[src/rtl/hazard_ctrl_if.sv]
// ---------------------------------------------------------------------------
// hazard_ctrl_if
// Groups the decode-side hazard inputs and the stall/flush control outputs of
// the hazard sequencer into one bundle.
//
// Optional feature macro: HAZARD_STATS_EN (adds stall_cnt / flush_cnt).
//
// Signals (direction seen from the hazard controller, modport slave):
//   inputs : id_valid, id_rs, id_rt, id_uses_rs, id_uses_rt, id_branchreg,
//            id_halt, branch_taken, idex_regwrite, idex_memread, idex_rd,
//            exmem_memread, exmem_rd, mem_busy
//   outputs: pc_stall, ifid_stall, idex_bubble, ifid_flush, halt_done,
//            state[2:0], and with HAZARD_STATS_EN stall_cnt[15:0],
//            flush_cnt[15:0]
// The master modport is the pipeline side that drives decode/ID-EX/EX-MEM
// information and consumes the stall/flush controls.
// ---------------------------------------------------------------------------
interface hazard_ctrl_if #(
  parameter int REG_W = 4
);
  logic             id_valid;
  logic [REG_W-1:0] id_rs;
  logic [REG_W-1:0] id_rt;
  logic             id_uses_rs;
  logic             id_uses_rt;
  logic             id_branchreg;
  logic             id_halt;
  logic             branch_taken;
  logic             idex_regwrite;
  logic             idex_memread;
  logic [REG_W-1:0] idex_rd;
  logic             exmem_memread;
  logic [REG_W-1:0] exmem_rd;
  logic             mem_busy;

  logic             pc_stall;
  logic             ifid_stall;
  logic             idex_bubble;
  logic             ifid_flush;
  logic             halt_done;
  logic [2:0]       state;
`ifdef HAZARD_STATS_EN
  logic [15:0]      stall_cnt;
  logic [15:0]      flush_cnt;
`endif

  modport master (
    output id_valid, id_rs, id_rt, id_uses_rs, id_uses_rt, id_branchreg,
           id_halt, branch_taken, idex_regwrite, idex_memread, idex_rd,
           exmem_memread, exmem_rd, mem_busy,
    input  pc_stall, ifid_stall, idex_bubble, ifid_flush, halt_done, state
`ifdef HAZARD_STATS_EN
    , input stall_cnt, flush_cnt
`endif
  );

  modport slave (
    input  id_valid, id_rs, id_rt, id_uses_rs, id_uses_rt, id_branchreg,
           id_halt, branch_taken, idex_regwrite, idex_memread, idex_rd,
           exmem_memread, exmem_rd, mem_busy,
    output pc_stall, ifid_stall, idex_bubble, ifid_flush, halt_done, state
`ifdef HAZARD_STATS_EN
    , output stall_cnt, flush_cnt
`endif
  );
endinterface

[src/rtl/hazard_ctrl.sv]
// ---------------------------------------------------------------------------
// hazard_ctrl
// Hazard and stall sequencer for the 16-bit 5-stage core. Compares the
// instruction in decode against the ID/EX and EX/MEM destinations and the
// memory-busy line, and produces PC / IF-ID stall, ID/EX bubble, IF-ID flush
// and the halt drain sequence.
//
// Optional feature macro: HAZARD_STATS_EN (stall / flush event counters).
//
// Ports:
//   clk  : core clock, all state on rising edge
//   rst  : synchronous active-low reset
//   bus  : hazard_ctrl_if.slave, decode/pipeline info in, controls out
//
// Parameters:
//   REG_W        : register-specifier width
//   DRAIN_CYCLES : cycles after HLT leaves decode before halt_done asserts
// ---------------------------------------------------------------------------
module hazard_ctrl #(
  parameter int REG_W        = 4,
  parameter int DRAIN_CYCLES = 4
) (
  input logic          clk,
  input logic          rst,
  hazard_ctrl_if.slave bus
);

  localparam int DW = $clog2(DRAIN_CYCLES + 1);

  typedef enum logic [2:0] {
    RUN     = 3'd0,
    STALL   = 3'd1,
    MEMWAIT = 3'd2,
    DRAIN   = 3'd3,
    HALTED  = 3'd4
  } state_t;

  state_t          r_state;
  state_t          w_nextState;
  logic [1:0]      r_scnt;
  logic [1:0]      w_nextScnt;
  logic [DW-1:0]   r_dcnt;
  logic [DW-1:0]   w_nextDcnt;

  logic            w_pcStall;
  logic            w_ifidStall;
  logic            w_idexBubble;
  logic            w_ifidFlush;
  logic            w_haltDone;
  logic            w_runMode;

  logic            w_idexSrcMatch;
  logic            w_idexRsMatch;
  logic            w_exmemRsMatch;
  logic            w_loadUse;
  logic            w_brIdexAlu;
  logic            w_brIdexLoad;
  logic            w_brExmemLoad;
  logic [1:0]      w_stallN;

  // Register 0 is hard-wired, so a zero destination never creates a hazard.
  assign w_idexSrcMatch = (bus.idex_rd != '0) &&
                          ((bus.id_uses_rs && (bus.idex_rd == bus.id_rs)) ||
                           (bus.id_uses_rt && (bus.idex_rd == bus.id_rt)));
  // BR reads its target register already in decode, so only rs matters.
  assign w_idexRsMatch  = (bus.idex_rd != '0) && (bus.idex_rd == bus.id_rs);
  assign w_exmemRsMatch = (bus.exmem_rd != '0) && (bus.exmem_rd == bus.id_rs);

  assign w_loadUse     = bus.idex_memread & bus.idex_regwrite & w_idexSrcMatch;
  assign w_brIdexAlu   = bus.id_branchreg & bus.idex_regwrite & ~bus.idex_memread & w_idexRsMatch;
  assign w_brIdexLoad  = bus.id_branchreg & bus.idex_regwrite & bus.idex_memread & w_idexRsMatch;
  assign w_brExmemLoad = bus.id_branchreg & bus.exmem_memread & w_exmemRsMatch;

  // Stall length is the worst case of all hazards that apply this cycle.
  always_comb begin
    w_stallN = 2'd0;
    if (bus.id_valid) begin
      if (w_brIdexLoad)
        w_stallN = 2'd2;
      else if (w_loadUse || w_brIdexAlu || w_brExmemLoad)
        w_stallN = 2'd1;
    end
  end

  // MEMWAIT hands control straight back to the RUN decision on the first
  // cycle the memory is ready, so that cycle behaves exactly like RUN.
  assign w_runMode = (r_state == RUN) || ((r_state == MEMWAIT) && !bus.mem_busy);

  // State register and counters.
  always_ff @(posedge clk) begin
    if (!rst) begin
      r_state <= RUN;
      r_scnt  <= 2'd0;
      r_dcnt  <= '0;
    end else begin
      r_state <= w_nextState;
      r_scnt  <= w_nextScnt;
      r_dcnt  <= w_nextDcnt;
    end
  end

  // Next-state and control outputs, in priority mem_busy, hazard, halt, branch.
  always_comb begin
    w_nextState  = r_state;
    w_nextScnt   = r_scnt;
    w_nextDcnt   = r_dcnt;
    w_pcStall    = 1'b0;
    w_ifidStall  = 1'b0;
    w_idexBubble = 1'b0;
    w_ifidFlush  = 1'b0;
    w_haltDone   = 1'b0;

    case (r_state)
      RUN, MEMWAIT: begin
        if (!w_runMode) begin
          w_pcStall   = 1'b1;
          w_ifidStall = 1'b1;
        end else if (bus.mem_busy) begin
          w_pcStall   = 1'b1;
          w_ifidStall = 1'b1;
          w_nextState = MEMWAIT;
        end else if (w_stallN != 2'd0) begin
          w_pcStall    = 1'b1;
          w_ifidStall  = 1'b1;
          w_idexBubble = 1'b1;
          if (w_stallN == 2'd2) begin
            w_nextScnt  = 2'd1;
            w_nextState = STALL;
          end else begin
            w_nextState = RUN;
          end
        end else if (bus.id_valid && bus.id_halt) begin
          w_pcStall   = 1'b1;
          w_ifidFlush = 1'b1;
          w_nextDcnt  = DW'(DRAIN_CYCLES);
          w_nextState = DRAIN;
        end else begin
          w_ifidFlush = bus.branch_taken;
          w_nextState = RUN;
        end
      end

      STALL: begin
        w_pcStall    = 1'b1;
        w_ifidStall  = 1'b1;
        w_idexBubble = 1'b1;
        // A memory stall abandons the count; the hazard is recomputed in RUN.
        if (bus.mem_busy) begin
          w_nextScnt  = 2'd0;
          w_nextState = MEMWAIT;
        end else if (r_scnt <= 2'd1) begin
          w_nextScnt  = 2'd0;
          w_nextState = RUN;
        end else begin
          w_nextScnt = r_scnt - 2'd1;
        end
      end

      DRAIN: begin
        w_pcStall   = 1'b1;
        w_ifidFlush = 1'b1;
        // Older instructions cannot advance while memory is busy.
        if (!bus.mem_busy) begin
          if (r_dcnt <= DW'(1)) begin
            w_nextDcnt  = '0;
            w_nextState = HALTED;
          end else begin
            w_nextDcnt = r_dcnt - DW'(1);
          end
        end
      end

      HALTED: begin
        w_pcStall   = 1'b1;
        w_ifidFlush = 1'b1;
        w_haltDone  = 1'b1;
      end

      default: begin
        w_nextState = RUN;
      end
    endcase
  end

  // All controls are forced quiet while reset is held.
  assign bus.pc_stall    = rst & w_pcStall;
  assign bus.ifid_stall  = rst & w_ifidStall;
  assign bus.idex_bubble = rst & w_idexBubble;
  assign bus.ifid_flush  = rst & w_ifidFlush;
  assign bus.halt_done   = rst & w_haltDone;
  assign bus.state       = rst ? r_state : 3'd0;

`ifdef HAZARD_STATS_EN
  logic [15:0] r_stallCnt;
  logic [15:0] r_flushCnt;

  // Saturating event counters, frozen once the core has halted.
  always_ff @(posedge clk) begin
    if (!rst) begin
      r_stallCnt <= 16'd0;
      r_flushCnt <= 16'd0;
    end else if (r_state != HALTED) begin
      if (w_idexBubble && (r_stallCnt != 16'hFFFF))
        r_stallCnt <= r_stallCnt + 16'd1;
      if (w_ifidFlush && w_runMode && (r_flushCnt != 16'hFFFF))
        r_flushCnt <= r_flushCnt + 16'd1;
    end
  end

  assign bus.stall_cnt = r_stallCnt;
  assign bus.flush_cnt = r_flushCnt;
`endif

endmodule

[src/flat_wrapper.sv]
// flat-port wrapper written by rule: the top's interface ports become plain ports
module hazard_ctrl_flat 
#(
  parameter int REG_W        = 4,
  parameter int DRAIN_CYCLES = 4
)
  (clk, rst, bus_id_valid, bus_id_rs, bus_id_rt, bus_id_uses_rs, bus_id_uses_rt, bus_id_branchreg, bus_id_halt, bus_branch_taken, bus_idex_regwrite, bus_idex_memread, bus_idex_rd, bus_exmem_memread, bus_exmem_rd, bus_mem_busy, bus_pc_stall, bus_ifid_stall, bus_idex_bubble, bus_ifid_flush, bus_halt_done, bus_state);
  hazard_ctrl_if #(.REG_W(REG_W)) bus_i ();
  input logic clk;
  input logic rst;
  input wire logic [$bits(bus_i.id_valid)-1:0] bus_id_valid;
  input wire logic [$bits(bus_i.id_rs)-1:0] bus_id_rs;
  input wire logic [$bits(bus_i.id_rt)-1:0] bus_id_rt;
  input wire logic [$bits(bus_i.id_uses_rs)-1:0] bus_id_uses_rs;
  input wire logic [$bits(bus_i.id_uses_rt)-1:0] bus_id_uses_rt;
  input wire logic [$bits(bus_i.id_branchreg)-1:0] bus_id_branchreg;
  input wire logic [$bits(bus_i.id_halt)-1:0] bus_id_halt;
  input wire logic [$bits(bus_i.branch_taken)-1:0] bus_branch_taken;
  input wire logic [$bits(bus_i.idex_regwrite)-1:0] bus_idex_regwrite;
  input wire logic [$bits(bus_i.idex_memread)-1:0] bus_idex_memread;
  input wire logic [$bits(bus_i.idex_rd)-1:0] bus_idex_rd;
  input wire logic [$bits(bus_i.exmem_memread)-1:0] bus_exmem_memread;
  input wire logic [$bits(bus_i.exmem_rd)-1:0] bus_exmem_rd;
  input wire logic [$bits(bus_i.mem_busy)-1:0] bus_mem_busy;
  output wire logic [$bits(bus_i.pc_stall)-1:0] bus_pc_stall;
  output wire logic [$bits(bus_i.ifid_stall)-1:0] bus_ifid_stall;
  output wire logic [$bits(bus_i.idex_bubble)-1:0] bus_idex_bubble;
  output wire logic [$bits(bus_i.ifid_flush)-1:0] bus_ifid_flush;
  output wire logic [$bits(bus_i.halt_done)-1:0] bus_halt_done;
  output wire logic [$bits(bus_i.state)-1:0] bus_state;
  assign bus_i.id_valid = bus_id_valid;
  assign bus_i.id_rs = bus_id_rs;
  assign bus_i.id_rt = bus_id_rt;
  assign bus_i.id_uses_rs = bus_id_uses_rs;
  assign bus_i.id_uses_rt = bus_id_uses_rt;
  assign bus_i.id_branchreg = bus_id_branchreg;
  assign bus_i.id_halt = bus_id_halt;
  assign bus_i.branch_taken = bus_branch_taken;
  assign bus_i.idex_regwrite = bus_idex_regwrite;
  assign bus_i.idex_memread = bus_idex_memread;
  assign bus_i.idex_rd = bus_idex_rd;
  assign bus_i.exmem_memread = bus_exmem_memread;
  assign bus_i.exmem_rd = bus_exmem_rd;
  assign bus_i.mem_busy = bus_mem_busy;
  assign bus_pc_stall = bus_i.pc_stall;
  assign bus_ifid_stall = bus_i.ifid_stall;
  assign bus_idex_bubble = bus_i.idex_bubble;
  assign bus_ifid_flush = bus_i.ifid_flush;
  assign bus_halt_done = bus_i.halt_done;
  assign bus_state = bus_i.state;
  hazard_ctrl #(.REG_W(REG_W), .DRAIN_CYCLES(DRAIN_CYCLES)) u_core (.clk(clk), .rst(rst), .bus(bus_i));
endmodule
[config.mk]
export PLATFORM = sky130hd
export DESIGN_NAME = hazard_ctrl_flat
export DESIGN_NICKNAME = d
export VERILOG_FILES = /design/src/rtl/hazard_ctrl_if.sv /design/src/rtl/hazard_ctrl.sv /design/src/flat_wrapper.sv
export SDC_FILE = /design/constraint.sdc
export NUM_CORES = 1
export LEC_CHECK = 0
export ABC_AREA = 1
export ABC_CLOCK_PERIOD_IN_PS = 1900
export BUFFER_PORTS_ARGS = -buffer_cell sky130_fd_sc_hd__clkbuf_2
export CORE_MARGIN = 2
export CORE_UTILIZATION = 40
export DETAILED_ROUTE_END_ITERATION = 10
export PLACE_DENSITY = 0.68
export SLEW_MARGIN = 20
export SYNTH_ARGS = -nofsm -noshare
export SYNTH_HDL_FRONTEND = slang
export SYNTH_SLANG_ARGS = --single-unit
[constraint.sdc]
create_clock -name clk -period 1.9 [get_ports clk]
set_input_delay 0.38 -clock clk [delete_from_list [all_inputs] [get_ports clk]]
set_output_delay 0.38 -clock clk [all_outputs]
set_load 0.01 [all_outputs]
**Word-level counts from Yosys, hierarchy flattened**

Index checks and enable logic that the tools add are counted.
W data, S select, Z words.

- Logic and storage cells: 110
- Bits of input ports: 28
- Register bits after elaboration: 8

- Eq/ne operators: 17
- Multiplexer cells: 46
- Bitwise operators: 16
- Reduce and logical (&&, ||, !) cells: 24
- Add/subtract/negate cells: 2
- $lt $le $gt $ge: 2

Operators with widths:

| kind | number |
|---|---|
| $mux W3 | 14 |
| $mux W2 | 9 |
| $mux W1 | 16 |
| $and A1 B1 Y1 | 14 |
| $eq A4 B4 Y1 | 3 |
| $pmux W3 S4 | 1 |
| $ne A2 B1 Y1 const B | 5 |
| $reduce_and A5 Y1 | 2 |
| $pmux W1 S2 | 4 |
| $reduce_bool A4 Y1 | 2 |
| $logic_and A1 B1 Y1 | 7 |
| $eq A3 B2 Y1 const B | 2 |
| $ne A2 B2 Y1 const B | 3 |
| $pmux W3 S2 | 1 |
| $reduce_and A6 Y1 | 1 |
| $reduce_bool A2 Y1 | 3 |
| $logic_or A1 B1 Y1 | 4 |
| $pmux W2 S2 | 1 |
| $reduce_or A2 Y1 | 2 |
| $eq A3 B1 Y1 const B | 1 |
| $eq A3 B3 Y1 const B | 1 |
| $le A3 B1 Y1 const B | 1 |
| $logic_not A3 Y1 | 1 |
| $ne A3 B2 Y1 const B | 1 |
| 7 further kinds | 8 |

**Depth between registers and ports, before layout**

- Word-level depth: 16
- Mapped depth: 15
- Depth with buffers taken out: 15

**Worst setup path before layout**

OpenSTA, ideal clock, no wires.

- Path type: input -> output
- Start: in bus_idex_rd[1]
- End: out bus_pc_stall
- Arrival time: 1.283 ns
- Path buffers: 0
- Path slack: 0.237 ns
- Cell stages on the path: 14
- Cell sequence: inv_1 nand2_1 nand2_1 nor2_2 nand2_2 nor2_4 nand2_1 nand2_1 nand2_2 nand2_4 inv_2 nand2_1 o21ai_1 inv_1

- Longest elaborated chain between the ends: 16
- Elaborated cells on any way between the ends: 22
- Those cells by class: eq/ne: 2; mux: 7; bitwise: 4; reduce/logical: 9

RTL lines:

| element | line | text |
|---|---|---|
| start: declaration | flat_wrapper.sv:21 | `input wire logic [$bits(bus_i.idex_rd)-1:0] bus_idex_rd;` |
| $eq A4 B4 Y1 (on tied branches) | hazard_ctrl.sv:63, hazard_ctrl.sv:66, hazard_ctrl.sv:64 |  |
| $logic_and A1 B1 Y1 (on tied branches) | hazard_ctrl.sv:63, hazard_ctrl.sv:64 |  |
| $logic_or A1 B1 Y1 | hazard_ctrl.sv:63 | `((bus.id_uses_rs && (bus.idex_rd == bus.id_rs)) \|\|` |
| $logic_and A1 B1 Y1 | hazard_ctrl.sv:62 | `assign w_idexSrcMatch = (bus.idex_rd != '0) &&` |
| $and A1 B1 Y1 | hazard_ctrl.sv:69 | `assign w_loadUse = bus.idex_memread & bus.idex_regwrite & w_idexSrcMatch;` |
| $logic_or A1 B1 Y1 (2 in a row) | hazard_ctrl.sv:80 | `else if (w_loadUse \|\| w_brIdexAlu \|\| w_brExmemLoad)` |
| $mux W1 | hazard_ctrl.sv:80 |  |
| $mux W2 * | hazard_ctrl.sv:78 | `if (w_brIdexLoad)` |
| $mux W2 * | hazard_ctrl.sv:77 | `if (bus.id_valid) begin` |
| $reduce_bool A2 Y1 * | hazard_ctrl.sv:122 | `end else if (w_stallN != 2'd0) begin` |
| $mux W1 * | hazard_ctrl.sv:122 |  |
| $mux W1 * | hazard_ctrl.sv:118 | `end else if (bus.mem_busy) begin` |
| $mux W1 * | hazard_ctrl.sv:115 | `if (!w_runMode) begin` |
| $pmux W1 S2 * | hazard_ctrl.sv:113 | `case (r_state)` |
| $and A1 B1 Y1 * | hazard_ctrl.sv:186 | `assign bus.pc_stall = rst & w_pcStall;` |
| end: declaration | flat_wrapper.sv:25 | `output wire logic [$bits(bus_i.pc_stall)-1:0] bus_pc_stall;` |

Mark *: on every way between the ends. The rest lies on a longest branch, timed or not.

**Final worst setup path**

- Start: in bus_idex_rd[3]
- End: out bus_pc_stall

The elaborated chain is that of the path after synthesis.

==> results.tsv <==
metric	value	unit
pin count of the biggest net entering global routing	10	
routing usage on met3	4.68	%
Overflow after GRT	0	
critical path's largest stage delay	0.11	ns
post-DR vias/cell	4.96	
insertion delay of the later-clocked pin in the worst-skew pair	0.25	ns
total number of vias	1166	
hold depth	3	
count of different cell masters after synthesis	27	
met1 GRT Util	22.3	%
Mapped Area	878	sq um
Setup WS post-layout	0.00748	ns
Pleak	0.000772	uW
number of global-route vias before repair	1036	
Slew @ Worst Pin	0.509	ns
core area	2020	sq um
port bufs	35	
Initial Util	43.4	%
Synth Warn #	0	
Req. time, crit path	1.52	ns
post-DP HPWL	1.84	mm
First DRT Iteration DRCs	14	
fmax	528	MHz
CP most frequent cell	nand2_1	
CTS root buffer	clkbuf_4	
Hold Path Sink	u_core.r_dcnt[2]	
Die Ht	50.9	um
post-synthesis register bit count	8	
htree depth	1	
Tot GR Track Use	18.8	%
clock sinks	8	
GRT Max-Usage Layer	met2	
drt total wl	2.45	mm
total CTS buffers	3	
max-slew violation count	0	
ANT nets after route	0	
row cnt	16	
Buf+Inv Stages, Crit Path	4	
Setup TNS	0	ns
final hold vios	0	
DRC viols	0	
Seq/Total Area, Yosys	18.2	%
met2 usage	34.2	%
fin crit share	99.6	%
PwrDens	461	nW/um^2
number of nets in the layout	239	
gpl congestion	0.805	
first-pass GRT wire length	3.82	mm
IO Pins	36	
Crit. End Element	primary output	
CP cell instances	buf_8 > nand2_1 > nand2_1 > nor2_4 > nand2_2 > nor2_4 > nand2_1 > nand2_1 > nand2_2 > nand2_4 > inv_4 > nand2_4 > o21ai_2 > inv_1 > buf_2	
class of the worst hold path	primary input to flip-flop	
cell count after synthesis	160	
RSZ-0062 raised after global routing	true	
share of layout cells above drive strength 1	42.3	%
Critical R2R Launch	u_core.r_state[2]	
clock transition at the registers of the reported paths	0.05	ns
first-pass iteration count of the detailed router	5	
# setup viols final	0	
Critical Path AT	1.51	ns
Mapped Nets	189	
CTS tree	yes	
RR Endpoint	u_core.r_dcnt[0]	
Post-Place Setup Slack	-0.0531	ns
startpoint class of the critical path	primary input	
r2r worst-path depth	8	
initial antenna violation count	0	
r2r setup slk	0.38	ns
clock skew	0.000283	ns
CP max stage cell	buf_2	
Max Cap Viol	0	
status	completed	
Worst Hold Launch	rst	
WL/cell	10.4	um
Max-slew headroom	66.1	%
die width	50.9	um
CP top delay family	simple AND/OR/NAND/NOR gates	
antenna cells	0	
kind of critical path	primary input to primary output	
Die ar.	2590	sq um
Clock Path Buffers	2	
fin crit period	1.89	ns
CP max FO	4	
Peak VDD IR	0.532	mV
synthesized area per cell	5.49	sq um
area delta synth->final	52.3	%
per-stage QoR:
| step | cell area (sq um) | hold WS (ns) | instances | utilization, % | power [uW] |
|---|---|---|---|---|---|
| global route | 1340 | 0.462 | 235 | 66.2 | 667 |
| global placement | 1150 | 0.465 | 230 | 56.7 | 427 |
| finish | 1340 | 0.455 | 235 | 66.2 | 617 |
| detailed placement | 1150 | 0.475 | 230 | 56.7 | 432 |
| floorplan | 878 | 0.452 | 160 | - | 347 |
| CTS | 1200 | 0.447 | 233 | 59.5 | 574 |
cells in the final DEF, fill, tap and decap left out, types with 3 or more instances in the layout:
master    Yosys  final
a21oi_2       0      3
buf_4         1     11
buf_2         0      4
clkbuf_4      0      3
nand3_1       8      8
clkbuf_2      0     23
nor2_1       15     14
nor2_4        2      4
nand2_1      49     39
a21oi_1      11      8
nand2_4       2      3
buf_8         0      6
xor2_1        3      3
nand2_2       2     11
dfxtp_1       8      6
inv_2         2      4
inv_4         0      6
inv_1        33     25
o21ai_0       5      3
timing repair:
item                                   in CTS  in global routing
cloned                                      0                  0
setup endpoints to repair                   4                  4
hold buffers                                0                  0
gates resized for setup                     8                 55
pin swaps                                   5                 19
buffers inserted                            0                  2
endpoints found under the hold margin       0                  0
power breakdown:
group	switching (uW)	internal, uW
Sequential	15.2	183
Clock	58.1	72.3
Combinational	156	133
how the worst max path moves through the flow:
stage          slack [ns]            from            to  cells after the start
4_1_cts             -0.02  bus_idex_rd[0]  bus_pc_stall                     16
5_1_grt             -0.08  bus_idex_rd[3]  bus_pc_stall                     15
3_5_place_dp        -0.05  bus_idex_rd[1]  bus_pc_stall                     16
6_report            0.007  bus_idex_rd[3]  bus_pc_stall                     15
3_3_place_gp       -0.005  bus_idex_rd[1]  bus_pc_stall                     16
2_1_floorplan        0.24  bus_idex_rd[1]  bus_pc_stall                     14
metal layers:
layer  vias to the layer above  routed length, um
met5                         -                  0
li1                        598                  -
met3                         6                139
met1                       523               1040
met2                        39               1230
met4                         0                 31
sequential cells by signal, indices dropped and copies added (netlist names):
register / flops
u_core.r_scnt: 2
u_core.r_state: 3
u_core.r_dcnt: 3
cell usage after synthesis:
cell | n | area share, %
nand2_2 | 2 | 1.4
a41oi_1 | 1 | 1.0
a211oi_2 | 1 | 1.4
inv_2 | 2 | 0.86
and3_2 | 1 | 0.86
nor2_1 | 15 | 6.4
ha_1 | 1 | 1.4
a21oi_1 | 11 | 6.3
o21ai_1 | 1 | 0.57
o21ai_0 | 5 | 2.8
o22ai_1 | 2 | 1.4
xor2_1 | 3 | 3.0
nor4_1 | 1 | 0.71
dfxtp_1 | 8 | 18
o211ai_1 | 2 | 1.7
a31oi_1 | 1 | 0.71
buf_4 | 1 | 0.86
nand3_1 | 8 | 4.6
or2_2 | 1 | 0.71
nor3_1 | 3 | 1.7
nand2_4 | 2 | 2.6
nor2_2 | 2 | 1.4
xnor2_1 | 1 | 1.0
nor2_4 | 2 | 2.6
nand4_1 | 1 | 0.71
nand2_1 | 49 | 21
inv_1 | 33 | 14
logic make-up (layout without fill, tap and decap cells):
logic type	Yosys count	count (layout)	synth area share (%)
adders and majority gates	1	1	1.42
xor gates and xnor gates	4	4	3.99
buffers and inverters	36	84	15.8
and+or+nand+nor	87	87	44.6
DFF	8	8	18.2
AOI/OAI and AO/OA	24	24	16.0
worst register-to-register path: cells and delay by family, from the launching register on:
family / cells / cell delay, ns
simple gates: 6 / 0.45
compound gates: 1 / 0.41
flops: 1 / 0.40
buf+inv: 1 / 0.14
final cells by class:
cell class	instances	area (sq um)
fillers	189	684
inverters	35	146
flip-flops and latches	8	163
multi-input cells	116	642
repair buffers	46	330
well taps	27	33.8
clock buffers	3	22.5
Note: power is estimated with default switching activity, not from simulation.
